**src/rtl/mem_resp_pkg.sv**
```systemverilog
// Shared types and constants for the unified-memory responder:
// func3 encodings, FSM states, port IDs and the access legality check.
package mem_resp_pkg;

  localparam logic [2:0] F3_B  = 3'd0;
  localparam logic [2:0] F3_H  = 3'd1;
  localparam logic [2:0] F3_W  = 3'd2;
  localparam logic [2:0] F3_BU = 3'd4;
  localparam logic [2:0] F3_HU = 3'd5;

  localparam logic PORT_IF = 1'b0;
  localparam logic PORT_D  = 1'b1;

  typedef enum logic [1:0] {
    IDLE,
    WAIT,
    RESP
  } mem_state_t;

  // Fetches are always word accesses; func3 only matters for the data port.
  function automatic logic access_err(input logic port, input logic we,
                                      input logic [2:0] f3, input logic [1:0] off);
    logic e;
    e = 1'b0;
    if (port == PORT_IF) begin
      e = (off != 2'b00);
    end else if (we) begin
      case (f3)
        F3_B:    e = 1'b0;
        F3_H:    e = off[0];
        F3_W:    e = (off != 2'b00);
        default: e = 1'b1;
      endcase
    end else begin
      case (f3)
        F3_B, F3_BU: e = 1'b0;
        F3_H, F3_HU: e = off[0];
        F3_W:        e = (off != 2'b00);
        default:     e = 1'b1;
      endcase
    end
    return e;
  endfunction

endpackage

```
**src/rtl/mem_responder_if.sv**
```systemverilog
// Fetch and data request/response bundle between the core and mem_responder.
interface mem_responder_if #(
  parameter int ADDR_W = 8
);

  logic              if_req_valid;
  logic              if_req_ready;
  logic [ADDR_W-1:0] if_addr;
  logic              if_rsp_valid;
  logic [31:0]       if_rsp_data;
  logic              if_rsp_err;

  logic              d_req_valid;
  logic              d_req_ready;
  logic              d_we;
  logic [2:0]        d_func3;
  logic [ADDR_W-1:0] d_addr;
  logic [31:0]       d_wdata;
  logic              d_rsp_valid;
  logic [31:0]       d_rsp_rdata;
  logic              d_rsp_err;

  modport master (
    output if_req_valid, if_addr,
    input  if_req_ready, if_rsp_valid, if_rsp_data, if_rsp_err,
    output d_req_valid, d_we, d_func3, d_addr, d_wdata,
    input  d_req_ready, d_rsp_valid, d_rsp_rdata, d_rsp_err
  );

  modport slave (
    input  if_req_valid, if_addr,
    output if_req_ready, if_rsp_valid, if_rsp_data, if_rsp_err,
    input  d_req_valid, d_we, d_func3, d_addr, d_wdata,
    output d_req_ready, d_rsp_valid, d_rsp_rdata, d_rsp_err
  );

endinterface

```
**src/rtl/mem_byte_array.sv**
```systemverilog
// Four byte-wide banks sharing one word-indexed port; synchronous read,
// per-lane write enables. Contents are never reset.
module mem_byte_array #(
  parameter int ADDR_W = 8
) (
  input  logic              clk,
  input  logic              en,
  input  logic [3:0]        we,
  input  logic [ADDR_W-3:0] idx,
  input  logic [31:0]       wdata,
  output logic [31:0]       rdata
);

  localparam int unsigned DEPTH = 2 ** (ADDR_W - 2);

  logic [7:0] bank [4][DEPTH];

  always_ff @(posedge clk) begin
    if (en) begin
      for (int unsigned i = 0; i < 4; i++) begin
        if (we[i]) bank[i][idx] <= wdata[8*i +: 8];
        rdata[8*i +: 8] <= bank[i][idx];
      end
    end
  end

endmodule

```
**src/rtl/mem_responder.sv**
```systemverilog
// Unified I/D memory responder: arbitrates fetch vs data, one access in
// flight, optional wait states, little-endian sub-word loads/stores.
module mem_responder #(
  parameter int          ADDR_W      = 8,
  parameter int unsigned WAIT_STATES = 0
) (
  input logic            clk,
  input logic            rst,
  mem_responder_if.slave bus
);

  import mem_resp_pkg::*;

  localparam logic [2:0] WS = 3'(WAIT_STATES);

  mem_state_t        state, state_nx;
  logic [2:0]        wcnt;
  logic [1:0]        starve;
  logic              if_wins, acc_if, acc_d, accept, commit;

  logic              q_port, q_we;
  logic [2:0]        q_f3;
  logic [ADDR_W-1:0] q_addr;
  logic [31:0]       q_wdata;

  logic              s_port, s_we, s_err;
  logic [2:0]        s_f3;
  logic [ADDR_W-1:0] s_addr;
  logic [31:0]       s_wdata;

  logic [3:0]        lane_we;
  logic [31:0]       lane_wdata;
  logic [31:0]       rword;
  logic              r_err;
  logic [7:0]        ld_b;
  logic [15:0]       ld_h;
  logic [31:0]       ld_val;

  always_comb begin
    if_wins          = bus.if_req_valid && (!bus.d_req_valid || starve == 2'd2);
    bus.if_req_ready = rst && (state == IDLE) && if_wins;
    bus.d_req_ready  = rst && (state == IDLE) && !if_wins;
    acc_if           = bus.if_req_valid && bus.if_req_ready;
    acc_d            = bus.d_req_valid && bus.d_req_ready;
    accept           = acc_if || acc_d;
  end

  // With zero wait states the memory commits on the accept edge itself, so
  // the access fields come straight from the winning request while in IDLE.
  always_comb begin
    s_port  = q_port;
    s_we    = q_we;
    s_f3    = q_f3;
    s_addr  = q_addr;
    s_wdata = q_wdata;
    if (state == IDLE) begin
      s_port  = acc_if ? PORT_IF : PORT_D;
      s_we    = acc_d && bus.d_we;
      s_f3    = acc_if ? F3_W : bus.d_func3;
      s_addr  = acc_if ? bus.if_addr : bus.d_addr;
      s_wdata = bus.d_wdata;
    end
    s_err = access_err(s_port, s_we, s_f3, s_addr[1:0]);
  end

  always_comb begin
    state_nx = state;
    case (state)
      IDLE: if (accept) state_nx = (WS == 3'd0) ? RESP : WAIT;
      WAIT: if (wcnt == 3'd0) state_nx = RESP;
      RESP: state_nx = IDLE;
      default: state_nx = IDLE;
    endcase
    commit = (state_nx == RESP);
  end

  always_ff @(posedge clk or negedge rst) begin
    if (!rst) begin
      state   <= IDLE;
      wcnt    <= '0;
      starve  <= '0;
      q_port  <= PORT_IF;
      q_we    <= 1'b0;
      q_f3    <= '0;
      q_addr  <= '0;
      q_wdata <= '0;
    end else begin
      state <= state_nx;
      if (accept) begin
        wcnt    <= WS;
        q_port  <= s_port;
        q_we    <= s_we;
        q_f3    <= s_f3;
        q_addr  <= s_addr;
        q_wdata <= s_wdata;
      end else if (state == WAIT && wcnt != 3'd0) begin
        wcnt <= wcnt - 3'd1;
      end
      if (acc_if) starve <= '0;
      else if (acc_d && bus.if_req_valid) starve <= starve + 2'd1;
    end
  end

  // Store data is replicated across lanes; the enables pick the target bytes.
  always_comb begin
    lane_we    = '0;
    lane_wdata = s_wdata;
    case (s_f3)
      F3_B: begin
        lane_we    = 4'b0001 << s_addr[1:0];
        lane_wdata = {4{s_wdata[7:0]}};
      end
      F3_H: begin
        lane_we    = s_addr[1] ? 4'b1100 : 4'b0011;
        lane_wdata = {2{s_wdata[15:0]}};
      end
      F3_W:    lane_we = 4'b1111;
      default: lane_we = '0;
    endcase
    if (!(commit && s_we && !s_err)) lane_we = '0;
  end

  mem_byte_array #(
    .ADDR_W(ADDR_W)
  ) u_mem (
    .clk  (clk),
    .en   (commit),
    .we   (lane_we),
    .idx  (s_addr[ADDR_W-1:2]),
    .wdata(lane_wdata),
    .rdata(rword)
  );

  // Response is built from the latched request and the registered read word,
  // gated by the RESP state so an asynchronous reset drops it immediately.
  always_comb begin
    r_err  = access_err(q_port, q_we, q_f3, q_addr[1:0]);
    ld_b   = rword[{q_addr[1:0], 3'b000} +: 8];
    ld_h   = q_addr[1] ? rword[31:16] : rword[15:0];
    case (q_f3)
      F3_B:    ld_val = {{24{ld_b[7]}}, ld_b};
      F3_BU:   ld_val = {24'd0, ld_b};
      F3_H:    ld_val = {{16{ld_h[15]}}, ld_h};
      F3_HU:   ld_val = {16'd0, ld_h};
      F3_W:    ld_val = rword;
      default: ld_val = '0;
    endcase

    bus.if_rsp_valid = 1'b0;
    bus.if_rsp_data  = '0;
    bus.if_rsp_err   = 1'b0;
    bus.d_rsp_valid  = 1'b0;
    bus.d_rsp_rdata  = '0;
    bus.d_rsp_err    = 1'b0;
    if (state == RESP) begin
      if (q_port == PORT_IF) begin
        bus.if_rsp_valid = 1'b1;
        bus.if_rsp_err   = r_err;
        bus.if_rsp_data  = r_err ? '0 : rword;
      end else begin
        bus.d_rsp_valid = 1'b1;
        bus.d_rsp_err   = r_err;
        bus.d_rsp_rdata = (r_err || q_we) ? '0 : ld_val;
      end
    end
  end

endmodule

```
**src/flat_wrapper.sv**
```systemverilog
// flat-port wrapper written by rule: the top's interface ports become plain ports
module mem_responder_flat import mem_resp_pkg::*;
#(
  parameter int          ADDR_W      = 8,
  parameter int unsigned WAIT_STATES = 0
)
  (clk, rst, bus_if_req_valid, bus_if_addr, bus_if_req_ready, bus_if_rsp_valid, bus_if_rsp_data, bus_if_rsp_err, bus_d_req_valid, bus_d_we, bus_d_func3, bus_d_addr, bus_d_wdata, bus_d_req_ready, bus_d_rsp_valid, bus_d_rsp_rdata, bus_d_rsp_err);
  mem_responder_if #(.ADDR_W(ADDR_W)) bus_i ();
  input logic clk;
  input logic rst;
  input wire logic [$bits(bus_i.if_req_valid)-1:0] bus_if_req_valid;
  input wire logic [$bits(bus_i.if_addr)-1:0] bus_if_addr;
  output wire logic [$bits(bus_i.if_req_ready)-1:0] bus_if_req_ready;
  output wire logic [$bits(bus_i.if_rsp_valid)-1:0] bus_if_rsp_valid;
  output wire logic [$bits(bus_i.if_rsp_data)-1:0] bus_if_rsp_data;
  output wire logic [$bits(bus_i.if_rsp_err)-1:0] bus_if_rsp_err;
  input wire logic [$bits(bus_i.d_req_valid)-1:0] bus_d_req_valid;
  input wire logic [$bits(bus_i.d_we)-1:0] bus_d_we;
  input wire logic [$bits(bus_i.d_func3)-1:0] bus_d_func3;
  input wire logic [$bits(bus_i.d_addr)-1:0] bus_d_addr;
  input wire logic [$bits(bus_i.d_wdata)-1:0] bus_d_wdata;
  output wire logic [$bits(bus_i.d_req_ready)-1:0] bus_d_req_ready;
  output wire logic [$bits(bus_i.d_rsp_valid)-1:0] bus_d_rsp_valid;
  output wire logic [$bits(bus_i.d_rsp_rdata)-1:0] bus_d_rsp_rdata;
  output wire logic [$bits(bus_i.d_rsp_err)-1:0] bus_d_rsp_err;
  assign bus_i.if_req_valid = bus_if_req_valid;
  assign bus_i.if_addr = bus_if_addr;
  assign bus_if_req_ready = bus_i.if_req_ready;
  assign bus_if_rsp_valid = bus_i.if_rsp_valid;
  assign bus_if_rsp_data = bus_i.if_rsp_data;
  assign bus_if_rsp_err = bus_i.if_rsp_err;
  assign bus_i.d_req_valid = bus_d_req_valid;
  assign bus_i.d_we = bus_d_we;
  assign bus_i.d_func3 = bus_d_func3;
  assign bus_i.d_addr = bus_d_addr;
  assign bus_i.d_wdata = bus_d_wdata;
  assign bus_d_req_ready = bus_i.d_req_ready;
  assign bus_d_rsp_valid = bus_i.d_rsp_valid;
  assign bus_d_rsp_rdata = bus_i.d_rsp_rdata;
  assign bus_d_rsp_err = bus_i.d_rsp_err;
  mem_responder #(.ADDR_W(ADDR_W), .WAIT_STATES(WAIT_STATES)) u_core (.clk(clk), .rst(rst), .bus(bus_i));
endmodule
```
**config.mk**
```make
export PLATFORM = sky130hd
export DESIGN_NAME = mem_responder_flat
export DESIGN_NICKNAME = d
export VERILOG_FILES = /design/src/rtl/mem_resp_pkg.sv /design/src/rtl/mem_responder_if.sv /design/src/rtl/mem_byte_array.sv /design/src/rtl/mem_responder.sv /design/src/flat_wrapper.sv
export SDC_FILE = /design/constraint.sdc
export NUM_CORES = 2
export LEC_CHECK = 0
export BUFFER_PORTS_ARGS = -buffer_cell sky130_fd_sc_hd__buf_4
export CELL_PAD_IN_SITES_DETAIL_PLACEMENT = 1
export CELL_PAD_IN_SITES_GLOBAL_PLACEMENT = 2
export CORE_ASPECT_RATIO = 1.2
export CORE_MARGIN = 2
export CORE_UTILIZATION = 45
export DETAILED_ROUTE_END_ITERATION = 16
export PLACE_DENSITY = 0.84
export RECOVER_POWER = 25
export SYNTH_ARGS = -nofsm -noshare
export SYNTH_HDL_FRONTEND = slang
export SYNTH_HIERARCHICAL = 1
export SYNTH_SLANG_ARGS = --single-unit
```
**constraint.sdc**
```tcl
create_clock -name clk -period 13 [get_ports clk]
set_input_delay 0.65 -clock clk [delete_from_list [all_inputs] [get_ports clk]]
set_output_delay 0.65 -clock clk [all_outputs]
set_load 0.03 [all_outputs]
```
Word level (Yosys, flattened, before mapping). Memories as Yosys holds them, arrays and structs flattened. Index checks and enable logic that the tools add are counted.

Input port bits: 56. RAM bits: 2048. Memories: 1. Logic and storage cells: 129. Output and inout bits: 70. Flip-flop bits (word level): 84.

Mux-type cells: 69. Bitwise logic cells: 1. Magnitude comparators: 2. Reductions and logical operators: 31. Shift operators: 2. Add/sub/neg operators: 2. Equality and inequality tests: 12.

Memory list: u_core.u_mem.bank (words 4, width 512, read ports 4, clocked after memory_dff 0, write ports 4, RTL line mem_byte_array.sv:16) `logic [7:0] bank [4][DEPTH];`.

Operator list (number): $mux W512 (4); $mux W32 (7); $bmux W8 S6 (4); $pmux W32 S5 (1); $mux W8 (11); $pmux W32 S2 (1); $demux W8 S6 (1); $shiftx A32 B6 Y8 (1); $mux W1 (23); $mux W16 (1); $eq A3 B3 Y1 const B (4); $logic_and A1 B1 Y1 (12); $mux W3 (4); $pmux W1 S3 (4); $pmux W4 S3 (1); $logic_not A3 Y1 (3); $mux W2 (4); $mux W4 (2); $reduce_bool A2 Y1 (4); $reduce_or A2 Y1 (4); $ge A7 B7 Y1 const B (1); $lt A7 B1 Y1 const B (1); $not A6 Y7 (1); $eq A2 B2 Y1 const B (3); 11 further kinds (17).

Logic depth before layout (Yosys ltp).
Depth in word-level cells: 18. Depth in mapped cells: 20. Depth with buffers taken out: 12.

Cells and area by module. Netlist, hierarchy kept.

Modules (own cells, without submodules): mem_byte_array (seq. area each 62459.9 um^2, times used 1, cells each 4669, area an instance 79650.1 um^2); mem_responder (seq. area each 1301.2 um^2, times used 1, cells each 543, area an instance 4172.8 um^2).

Worst setup path before layout. Ideal clock, no wire load.

Path kind: input port to flip-flop. Start point: input bus_if_req_valid. End point: memory u_core/u_mem/bank[3][100] (netlist name) (data pin). Setup time: 0.702 ns. Stages on the path: 7. Path slack: 8.088 ns. Path buffers: 3. Arrival: 4.210 ns. Cells stage by stage: buf_2 > and2_1 > a2111oi_4 > or2_1 > buf_2 > buf_2 > o21ai_0.

RTL lines: start: declaration (RTL line flat_wrapper.sv:11) `input wire logic [$bits(bus_i.if_req_valid)-1:0] bus_if_req_valid;`; end: declaration (RTL line mem_byte_array.sv:16).

Worst setup path after layout.
Start point: input rst. End point: register u_core.u_mem.rdata[5] (data pin).

Longest elaborated chain between the ends: 9.

Ends and longest elaborated chain: start: declaration (RTL line flat_wrapper.sv:10) `input logic rst;`; $logic_and A1 B1 Y1 (2 in a row) (RTL line mem_responder.sv:41) `bus.if_req_ready = rst && (state == IDLE) && if_wins;`; $logic_and A1 B1 Y1 (RTL line mem_responder.sv:43) `acc_if = bus.if_req_valid && bus.if_req_ready;`; $mux W8 (RTL line mem_responder.sv:60) `s_addr = acc_if ? bus.if_addr : bus.d_addr;`; $mux W8 (RTL line mem_responder.sv:56) `if (state == IDLE) begin`; net u_core.s_addr[3] (RTL line mem_responder.sv:28) `logic [ADDR_W-1:0] s_addr;`; $not A6 Y7 (implied by the code) (RTL line mem_byte_array.sv:22) `rdata[8*i +: 8] <= bank[i][idx];`; $bmux W8 S6 (RTL line mem_byte_array.sv:22); $mux W8 (implied by the code) (2 in a row) (RTL line mem_byte_array.sv:22); end signal: indexed assignment (RTL line mem_byte_array.sv:22); end: declaration (RTL line mem_byte_array.sv:11) `output logic [31:0] rdata`.

The timed path passes the listed nets, and every way through them passes these cells. The select of a mux whose other input is x is not followed. A chain may end at the register's enable or synchronous reset.

==> results.md <==
- Number of maximum-capacitance constraint violations: 21
- Top cells by area, synth: sky130_fd_sc_hd__edfxtp_1 (75%), sky130_fd_sc_hd__a221oi_1 (3.8%), sky130_fd_sc_hd__a22oi_1 (3.3%)
- Buffer depth of the longest clock path: 3
- Top achievable clock speed: 0.1073 GHz
- Fin. max-slew vios: 1197
- Wire per inst: 36.83 um
- Power per unit of standard cell area: 171.8 nW/um2
- Mapped Cells: approximately 5200
- Syn Area/Cell: 16.08 um2
- Top cell type by total area after synthesis: sky130_fd_sc_hd__edfxtp_1
- Cell class contributing the biggest share of worst-path delay: buffers and inverters
- Overflow left after global routing: 0
- Signal arrival time at the worst endpoint: 10.00 ns
- Multi-input gate area: roughly 18000 um2
- M1 wire length: ~100 mm
- Cell chain of the critical path: dlygate4sd3_1 -> clkbuf_1 -> nor3b_1 -> nand3_4 -> mux2i_1 -> o21ai_4 -> buf_4 -> buf_12 -> and2_4 -> buf_4 -> buf_4 -> a221oi_1 -> nor3_1 -> nor4_1 -> o2111ai_1
- Main synth FF type: sky130_fd_sc_hd__edfxtp_1
- Combinational family with the most area after synthesis: compound AO/OA/AOI/OAI gates
- Synthesized flop and latch total: 2132
- EDFF count, synth: 2080
- Die Ht: 476.8 um
- Hpwl dp: 176.4 mm
- First-pass iteration count of the detailed router: 6
- Post-Synthesis Net Count: 5271
- CTS sink cnt: roughly 2100
- Buffer and inverter count on the worst path: 6
- Final Cycle Share: between 70% and 80%
- Part of the Yosys area used for sequential elements: 76.07%
- Static leakage: 29.18 nW
- Boundary pin count: 126
- Kind of start point of the critical path: primary input
- Highest-delay cell along the critical path: sky130_fd_sc_hd__clkbuf_1
- Startpoint-to-endpoint class of the critical path: in2reg
- Peak fanout along the critical path: 83
- Initial detailed-routing violation count: around 8300
- Final sum of negative setup slack: 0 ns
- Drc violations: 0
- P&R area growth vs syn: 11.68%
- Number of hold-repair buffers added at the cts stage: 23
- Top routing layer in use: met5
- Xor-xnor portion of the synthesized cell area: 0.02090%
- Via count of the first global-routing pass: about 55000
- Crit path largest cell delay: 2.21 ns
- Yosys warning total: 6
- Final Hold Vio Count: 0
- Register Area: ~64000 um2
- Number of levels the H-tree was split into: 4
- Finish-stage setup viols: 0
- Ratio of cells with drive above 1 in the final layout: 11.88%
- Antenna-violating nets left: 0
- Outcome: complete, but fails checks
- Pin count of the biggest net entering global routing: slightly above 100
- Distinct cell type count of the synthesized netlist: 85
- Data required time of the worst path: 13.68 ns
- Initial antenna violation count: 20
- Aggregate routed wire length: between 200 and 300 mm
- Cell repeated most along the worst path: sky130_fd_sc_hd__buf_4
- Endpoint type of the worst setup path: flop
- Worst slack, placed: 5.976 ns
- Post-detailed-route via-to-cell ratio: between 6 and 7
- Setup repair after global routing missed its margin: false
- Fraction of registers with async set or reset after synthesis: 2.439%
- Fin Clk Skew: 0.03845 ns
- Total via count after detailed routing: 53868
- Starting density of the core: 45.29%
- Maximum resistive drop on vdd: roughly 0.16 mV
- Worst-path clk slew: 0.07 ns
- RD Place Congestion: 0.9199
- Wire length on met2: approximately 140 mm
- Standard-cell row count: 173
- Class of the worst hold path: in2reg
- Number of buffers added on ports: 125
- Number of buffers inserted during clock tree synthesis: 196
- Fillers: 17314
- Worst path setup slack after routing: 3.683 ns
- Complex-gate fraction of the synthesized area: approximately an eighth
- Multiplexer share of the synthesized area: 3.791%
- Horiz. Die Dim: 398.0 um
- Synthesized cell area: 83820 um2
- TritonCTS clock tree: yes
- GRT Overall Usage: between 30% and 40%
- Worst skew pair latency: 0.86 ns
- Post-CTS setup buffer count: 0
- First-pass GRT wire length: just over 400 mm
- Share of synthesized cell area in and, or, nand and nor gates: 4.930%
- Root buffer selected by CTS: sky130_fd_sc_hd__clkbuf_16
- Worst slew margin relative to its limit: -152.5%
- Violated checks: capacitance limit, slew limit
- Top-area cell type share of the netlist area: around 75%
- Slew at the pin with the worst max-slew slack: 3.787 ns
- Die Footprint: 189800 um2
- Detailed route wirelength on metal3: 31.90 mm
- Final nets: approximately 5300
- Post-route minimum period: 9.317 ns
- Post-synthesis share of cell area spent on full adders, half adders and majority gates: less than 1%
- Post-cts resize count: 0
- Placeable core region: between 150000 and 200000 um2
==> through the flow <==
stage / hold WS (ns) / util, % / instances / total power [mW] / cell area (um2)
finish: 0.05852 / 50.58 / 7885 / 16.08 / 93610
detailed placement: 0.4672 / 47.22 / 7497 / 10.42 / 87400
floorplan: 0.3544 / - / 5212 / 9.346 / 83820
CTS: 0.007103 / 50.70 / 7880 / 16.02 / 93830
global route: 0.04904 / 50.58 / 7882 / 16.40 / 93600
global placement: 0.4568 / 47.22 / 7497 / 10.35 / 87400
==> metal layers <==
| layer | track usage (%) | up-vias |
|---|---|---|
| li1 | - | 21293 |
| met1 | 37.18 | 27789 |
| met2 | 47.95 | 3829 |
| met3 | 6.791 | 933 |
| met4 | 19.23 | 24 |
| met5 | 0 | - |
==> state kept, by name, indices dropped and copies added, names as in the netlist <==
register,flops
u_core/u_mem/bank,2048
u_core/q_wdata,32
u_core/u_mem/rdata,32
u_core/q_addr,8
u_core/q_f3,3
u_core/wcnt,3
u_core/starve,2
u_core/state,2
u_core/q_port,1
u_core/q_we,1
==> cell families after synthesis <==
logic type / Yosys count
adder cells (fa/ha/maj): 3
flip-flops: 2132
AND/OR/NAND/NOR: 937
XOR/XNOR: 2
AO/OA/AOI/OAI: 1457
multiplexers: 249
buffers and inverters: 432
==> worst paths after layout <==
check	cells past startpoint	to	start	slack, ns
max	15	u_core/u_mem/rdata[5]	rst	3.68
min	2	u_core/q_we	bus_d_we	0.06
max reg2reg	8	u_core/u_mem/bank[3][102]	u_core/state[0]	4.25
min reg2reg	2	u_core/q_wdata[31]	u_core/q_wdata[31]	0.48
max in group asynchronous	2	u_core/q_wdata[12]	rst	9.85
min in group asynchronous	2	u_core/wcnt[0]	rst	1.40
==> placed cells by master (no fill, tap or decap), drive strengths merged, types with 17 or more instances in the layout <==
cell type,synthesis,final
mux2i,127,127
a31oi,18,18
a22oi,368,368
nor3,58,58
o21ai,177,177
dfrtp,52,52
buf,245,197
mux2,75,75
and2,21,21
a21oi,183,183
bufinv,0,17
clkbuf,172,300
nor2,424,424
nand3,29,29
a22o,65,65
dlygate4sd3,0,23
o211ai,23,23
clkinv,1,89
o221ai,24,24
nand2,261,261
edfxtp,2080,2080
o22ai,107,107
a221o,27,27
mux4,47,47
and3,47,47
a211oi,20,20
a221oi,362,362
==> Yosys cell counts (all sizes together) (9+ instances only) <==
master,n
o21ai,177
mux2i,127
o2111ai,9
buf,245
mux2,75
mux4,47
nor2,424
a221oi,362
a2111oi,12
clkbuf,172
a22o,65
nand3,29
a221o,27
or3,15
a22oi,368
nor2b,13
a211oi,20
or4,10
and2,21
nand2,261
and3,47
nand2b,13
edfxtp,2080
nor3,58
a31oi,18
dfrtp,52
nand4,11
o221ai,24
o211ai,23
inv,14
o22ai,107
a2bb2oi,9
a21oi,183
==> area by class of cell <==
| cell class | count | area share (%) |
|---|---|---|
| flip-flops and latches | 2132 | 68.11 |
| multi-input cells | 2648 | 19.76 |
| clock buffers | 245 | 5.504 |
| well taps | 2450 | 3.275 |
| repair buffers | 275 | 2.140 |
| clock inverters | 115 | 1.120 |
| inverters | 15 | 0.07218 |
| diodes | 5 | 0.01337 |
==> power by group <==
group,internal (mW),switching [mW]
Clock,3.14,2.55
Sequential,7.89,0.0819
Combinational,0.580,1.83
No activity file was read; power rests on OpenSTA's default activity.
